### src/rtl/taxi_eth_addr_swap.sv
`default_nettype none
// +--------------------------------------------------------------------------------+
// | taxi_eth_addr_swap: AXI4-Stream stage swapping Ethernet dst/src MAC addresses. |
// | Revision: 1.0                                                                  |
// +--------------------------------------------------------------------------------+
module taxi_eth_addr_swap #(
  parameter int DATA_W = 64,
  parameter int KEEP_W = DATA_W/8
) (
  input  logic              clk,
  input  logic              rst,

  input  logic [DATA_W-1:0] s_axis_tdata,
  input  logic [KEEP_W-1:0] s_axis_tkeep,
  input  logic              s_axis_tvalid,
  output logic              s_axis_tready,
  input  logic              s_axis_tlast,
  input  logic [7:0]        s_axis_tid,
  input  logic              s_axis_tuser,

  output logic [DATA_W-1:0] m_axis_tdata,
  output logic [KEEP_W-1:0] m_axis_tkeep,
  output logic              m_axis_tvalid,
  input  logic              m_axis_tready,
  output logic              m_axis_tlast,
  output logic [7:0]        m_axis_tid,
  output logic              m_axis_tuser,

  input  logic              enable,
  output logic              stat_swapped,
  output logic              stat_bypass
);

  generate
    if (DATA_W != 64 || KEEP_W != DATA_W/8) begin : g_width_check
      $error("taxi_eth_addr_swap: only DATA_W=64 with KEEP_W=8 is supported");
    end
  endgenerate

  typedef enum logic [1:0] {
    ST_IDLE  = 2'd0,
    ST_HDR   = 2'd1,
    ST_BODY  = 2'd2,
    ST_FLUSH = 2'd3
  } state_t;

  state_t              state_q;
  logic                swap_f_q;

  logic [DATA_W-1:0]   h_data_q;
  logic [KEEP_W-1:0]   h_keep_q;
  logic                h_last_q;
  logic [7:0]          h_id_q;
  logic                h_user_q;

  logic                r_valid_q;
  logic [DATA_W-1:0]   r_data_q;
  logic [KEEP_W-1:0]   r_keep_q;
  logic                r_last_q;
  logic [7:0]          r_id_q;
  logic                r_user_q;
  logic                r_swap_q;
  logic                r_byp_q;

  logic                w_r_free;
  logic                w_accept;
  logic                w_swap;
  logic [DATA_W-1:0]   w_swap_w0;
  logic [DATA_W-1:0]   w_swap_w1;

  assign w_r_free      = !r_valid_q || m_axis_tready;
  assign s_axis_tready = !rst && w_r_free && (state_q != ST_FLUSH);
  assign w_accept      = s_axis_tvalid && s_axis_tready;

  // A frame ending on word 1 must carry at least bytes 8-11 to hold a full source address.
  assign w_swap    = swap_f_q && (!s_axis_tlast || (&s_axis_tkeep[3:0]));
  assign w_swap_w0 = {h_data_q[15:0], s_axis_tdata[31:0], h_data_q[63:48]};
  assign w_swap_w1 = {s_axis_tdata[63:32], h_data_q[47:16]};

  assign m_axis_tvalid = r_valid_q;
  assign m_axis_tdata  = r_data_q;
  assign m_axis_tkeep  = r_keep_q;
  assign m_axis_tlast  = r_last_q;
  assign m_axis_tid    = r_id_q;
  assign m_axis_tuser  = r_user_q;

  assign stat_swapped = r_valid_q && m_axis_tready && r_swap_q;
  assign stat_bypass  = r_valid_q && m_axis_tready && r_byp_q;

  always_ff @(posedge clk) begin
    if (rst) begin
      state_q   <= ST_IDLE;
      swap_f_q  <= 1'b0;
      h_data_q  <= '0;
      h_keep_q  <= '0;
      h_last_q  <= 1'b0;
      h_id_q    <= '0;
      h_user_q  <= 1'b0;
      r_valid_q <= 1'b0;
      r_data_q  <= '0;
      r_keep_q  <= '0;
      r_last_q  <= 1'b0;
      r_id_q    <= '0;
      r_user_q  <= 1'b0;
      r_swap_q  <= 1'b0;
      r_byp_q   <= 1'b0;
    end else begin
      if (m_axis_tready) begin
        r_valid_q <= 1'b0;
      end
      case (state_q)
        ST_IDLE: begin
          if (w_accept) begin
            if (s_axis_tlast) begin
              r_valid_q <= 1'b1;
              r_data_q  <= s_axis_tdata;
              r_keep_q  <= s_axis_tkeep;
              r_last_q  <= 1'b1;
              r_id_q    <= s_axis_tid;
              r_user_q  <= s_axis_tuser;
              r_swap_q  <= 1'b0;
              r_byp_q   <= 1'b1;
            end else begin
              h_data_q <= s_axis_tdata;
              h_keep_q <= s_axis_tkeep;
              h_last_q <= 1'b0;
              h_id_q   <= s_axis_tid;
              h_user_q <= s_axis_tuser;
              swap_f_q <= enable;
              state_q  <= ST_HDR;
            end
          end
        end
        ST_HDR: begin
          if (w_accept) begin
            r_valid_q <= 1'b1;
            r_data_q  <= w_swap ? w_swap_w0 : h_data_q;
            r_keep_q  <= h_keep_q;
            r_last_q  <= h_last_q;
            r_id_q    <= h_id_q;
            r_user_q  <= h_user_q;
            r_swap_q  <= w_swap;
            r_byp_q   <= !w_swap;
            h_data_q  <= w_swap ? w_swap_w1 : s_axis_tdata;
            h_keep_q  <= s_axis_tkeep;
            h_last_q  <= s_axis_tlast;
            h_id_q    <= s_axis_tid;
            h_user_q  <= s_axis_tuser;
            state_q   <= s_axis_tlast ? ST_FLUSH : ST_BODY;
          end
        end
        ST_BODY: begin
          if (w_accept) begin
            r_valid_q <= 1'b1;
            r_data_q  <= h_data_q;
            r_keep_q  <= h_keep_q;
            r_last_q  <= h_last_q;
            r_id_q    <= h_id_q;
            r_user_q  <= h_user_q;
            r_swap_q  <= 1'b0;
            r_byp_q   <= 1'b0;
            h_data_q  <= s_axis_tdata;
            h_keep_q  <= s_axis_tkeep;
            h_last_q  <= s_axis_tlast;
            h_id_q    <= s_axis_tid;
            h_user_q  <= s_axis_tuser;
            if (s_axis_tlast) begin
              state_q <= ST_FLUSH;
            end
          end
        end
        ST_FLUSH: begin
          if (w_r_free) begin
            r_valid_q <= 1'b1;
            r_data_q  <= h_data_q;
            r_keep_q  <= h_keep_q;
            r_last_q  <= h_last_q;
            r_id_q    <= h_id_q;
            r_user_q  <= h_user_q;
            r_swap_q  <= 1'b0;
            r_byp_q   <= 1'b0;
            state_q   <= ST_IDLE;
          end
        end
        default: state_q <= ST_IDLE;
      endcase
    end
  end

endmodule
`default_nettype wire

### config.mk
export PLATFORM = sky130hd
export DESIGN_NAME = taxi_eth_addr_swap
export DESIGN_NICKNAME = d
export VERILOG_FILES = /design/src/rtl/taxi_eth_addr_swap.sv
export SDC_FILE = /design/constraint.sdc
export NUM_CORES = 1
export LEC_CHECK = 0
export CORE_MARGIN = 8
export CORE_UTILIZATION = 54
export CTS_CLUSTER_DIAMETER = 50
export DETAILED_ROUTE_END_ITERATION = 6
export GPL_ROUTABILITY_DRIVEN = 0
export HOLD_SLACK_MARGIN = 0.15
export PLACE_DENSITY = 0.89
export SLEW_MARGIN = 10
export SYNTH_ARGS = -nofsm -noshare
export SYNTH_HDL_FRONTEND = slang
export SYNTH_SLANG_ARGS = --single-unit
### constraint.sdc
create_clock -name clk -period 2.45 [get_ports clk]
set_input_delay 0.49 -clock clk [delete_from_list [all_inputs] [get_ports clk]]
set_output_delay 0.49 -clock clk [all_outputs]
set_load 0.03 [all_outputs]
==> results.toml, run 1 <==
[timing]
finalHoldViolCount = 0
fin_crit_sh = 0.9520
skew_ns = 0.008666
finalCriticalPeriod_ns = 2.333
hold_ws_ns = 0.4052
relSlewSlack = 0.4885
setup_ws_ns = 0.1175
worstMarginPinSlew_ns = 0.7672
slew_violations = 0
finalSetupViolCount = 0
fmax_mhz = 428.7
rsz0062_at_grt = "false"

[power_and_ir_drop]
clkPwrFrac = 0.181
p_int_mw = 8.987
p_switching_mw = 6.953
peakVddDrop_uv = 769.6
power.share.sequential = 0.278
p_per_area_nw_per_um2 = 1260
cellLeakagePower_nw = 4.524
comb_power_share = 0.540
p_sw_frac = 0.4362

[placement]
port_buffers = 172
dp_hpwl_mm = 21.85
pre_cts_ws_ns = -0.08881
dp_cells = 1409

[clocking]
cts_tree = "done"
clk_path_buf_depth = 2
cts_hold_buffers = 0
clock_latency_ns = 0.44
cts_buffers = 17
clkTransAtPathRegs_ns = 0.06
cts.sinks = 170
cts_setup_buffers = 0
root_buffer = "clkbuf_16"
cts_resized = 0
htree_levels = 4

[critical_path]
arrival_ns = 1.84
r2r_start = "state_q[1]"
worstSetupEndpointType = "primary output"
critPathMaxFanout = 4
cpMaxStageDelayCell = "clkdlybuf4s50_1"
setup.worst_path.class = "in2out"
timing.rr.end = "h_data_q[9]"
worstSetupStartpointType = "primary input"
worstPathCellList = "clkdlybuf4s50_1 > and3_1 > clkdlybuf4s50_1"
critPathMostFrequentCell = "clkdlybuf4s50_1"
ff2ff_setup_slack_ns = 0.19
slowest_delay_ns = 0.67
rr_worst_depth = 7
worstPathRequired_ns = 1.96

[synth]
synth_cell_type_count = 49
syn_inst = 1071
yosys_warnings = 0
synth_nets = 1163
synth-async-reset-ratio = 0
synth_top_family_by_area = "compound AO/OA/AOI/OAI gates"
synth_xor_area_frac = 0
synthSimpleGateAreaFrac = 0.1804
synth-edff-count = 0
synth_compound_gate_area_share = 0.2881
synth_ff_type = "dfxtp_1"
yosys.area_share.adder = 0.006342
synthMuxAreaShare = 0.1046
avgSynthCellArea_um2 = 9.211
yosysSeqAreaShare = 0.3450
ys_ff_latch = 170
syn_area_um2 = 9864

[floorplanning]
die_h_um = 151.2
rows = 49
die_area_um2 = 22850
io_pins = 173
core_um2 = 17960
initial_utilization = 0.5491
fp.dieW_um = 151.2

[drt]
via_count = 9562
drtIter0Drc = 995
avgViaCountPerCell = 6.617
ant_nets = 0
drt_pre_antenna_iters = 5
drc = 0
routed_wl_mm = 31.77
wire_per_inst_um = 21.99

[global_route]
grtUsageTotal = 0.2715
grt-ovfl-total = 0
grt_pass1_wl_mm = 49.76
grt_max_degree = 55
grt_pass1_vias = 9104
antenna_found_initial = 1

[layout]
final_net_count = 1294
final_cell_mix = "nand2_1 (200), dfxtp_1 (170), clkdlybuf4s50_1 (170)"
instances_no_fill = 1445
final_common_cell = "nand2_1"
drive_gt1_frac = 0.1893
areaGrowthSynthToFinish_pct = 28.27

[min_path]
hp-start = "rst"
hold_path_class = "in2reg"
hold_end = "h_id_q[7]"
worstHoldPathCells = 3

[outcome]
run_status = "completed"

[flow_run]
drv_cap = 0
-- worst max-delay path: cells and delay by family --
family,cells,cell delay [ns]
simple gates,1,0.17
buf+inv,2,1.19
-- power groups by stage --
stage	sequential, mW	combinational (mW)	clock [mW]
6_report	4.44	8.61	2.89
5_1_grt	4.54	9.09	3.03
4_1_cts	4.40	8.51	2.90
3_5_place_dp	4.43	8.43	0
3_3_place_gp	4.40	8.24	0
2_1_floorplan	5.32	4.54	0
-- Yosys cell counts, types with 5 or more instances --
master	count	share of area
mux2i_1	84	0.085
nor2_1	39	0.015
buf_2	22	0.011
a21oi_1	21	0.011
dfxtp_1	170	0.35
clkbuf_1	78	0.030
nand2b_1	66	0.042
o221ai_2	60	0.091
buf_6	24	0.027
a221oi_2	30	0.046
o2111ai_1	64	0.057
nand2_1	202	0.077
mux2_2	17	0.019
nand3_1	64	0.032
a221oi_1	67	0.059
ha_1	5	0.0063
-- stage by stage --
stage               setup TNS, ns    util  cell area [um^2]  power [mW]
floorplan                       0       -              9864       9.867
global placement         -0.05217  0.6682             12000       12.64
detailed placement        -0.1471  0.6682             12000       12.86
CTS                             0  0.7030             12630       15.81
global route                    0  0.7044             12650       16.66
finish                          0  0.7044             12650       15.94
-- routing by layer --
layer | GRT usage | vias to the layer above | part of all wire
met3 | 0.06155 | 112 | 0.093
met1 | 0.3350 | 4585 | 0.38
met5 | 0 | - | 0
li1 | - | 4322 | -
met4 | 0.1509 | 0 | 0.048
met2 | 0.4310 | 543 | 0.47
-- cell families (layout without fill, tap and decap cells) --
group | count (synthesis) | in the layout
muxes | 101 | 101
DFF | 170 | 170
AOI/OAI and AO/OA | 268 | 268
other | 0 | 1
and+or+nand+nor | 391 | 391
buffers and inverters | 136 | 280
adders and majority gates | 5 | 5
-- area by class of cell --
cell class / count / area (um^2)
antenna: 1 / 2.502
timing repair buffer: 243 / 2547
inverter: 5 / 26.28
fill: 1191 / 5310
sequential: 170 / 3403
tap: 229 / 286.5
clock inverter: 14 / 195.2
clock buffer: 18 / 429.2
multi-input combinational: 765 / 5763
-- worst max path at each step --
stage | from | to | slack [ns] | depth (start not counted)
after floorplan | rst | s_axis_tready | 0.51 | 2
after global routing | state_q[1] | h_data_q[9] | 0.06 | 7
after detailed placement | s_axis_tlast | m_axis_tdata[22] | -0.09 | 7
after CTS | m_axis_tready | stat_swapped | 0.11 | 3
final | m_axis_tready | stat_swapped | 0.12 | 3
after global placement | s_axis_tlast | m_axis_tdata[22] | -0.05 | 7
-- flip-flops by register name, indices dropped and copies added (netlist names), 2 cells and up --
register,cells
m_axis_tid,8
h_id_q,8
state_q,2
h_keep_q,8
m_axis_tkeep,8
m_axis_tdata,64
h_data_q,64
Note: power is estimated with default switching activity, not from simulation.
==> run 2, diff against run 1 <==
Settings changed: CTS_CLUSTER_SIZE set to 20.
==> results of run 2 <==
The final DEF is identical to that of run 1; final timing and power are the same.
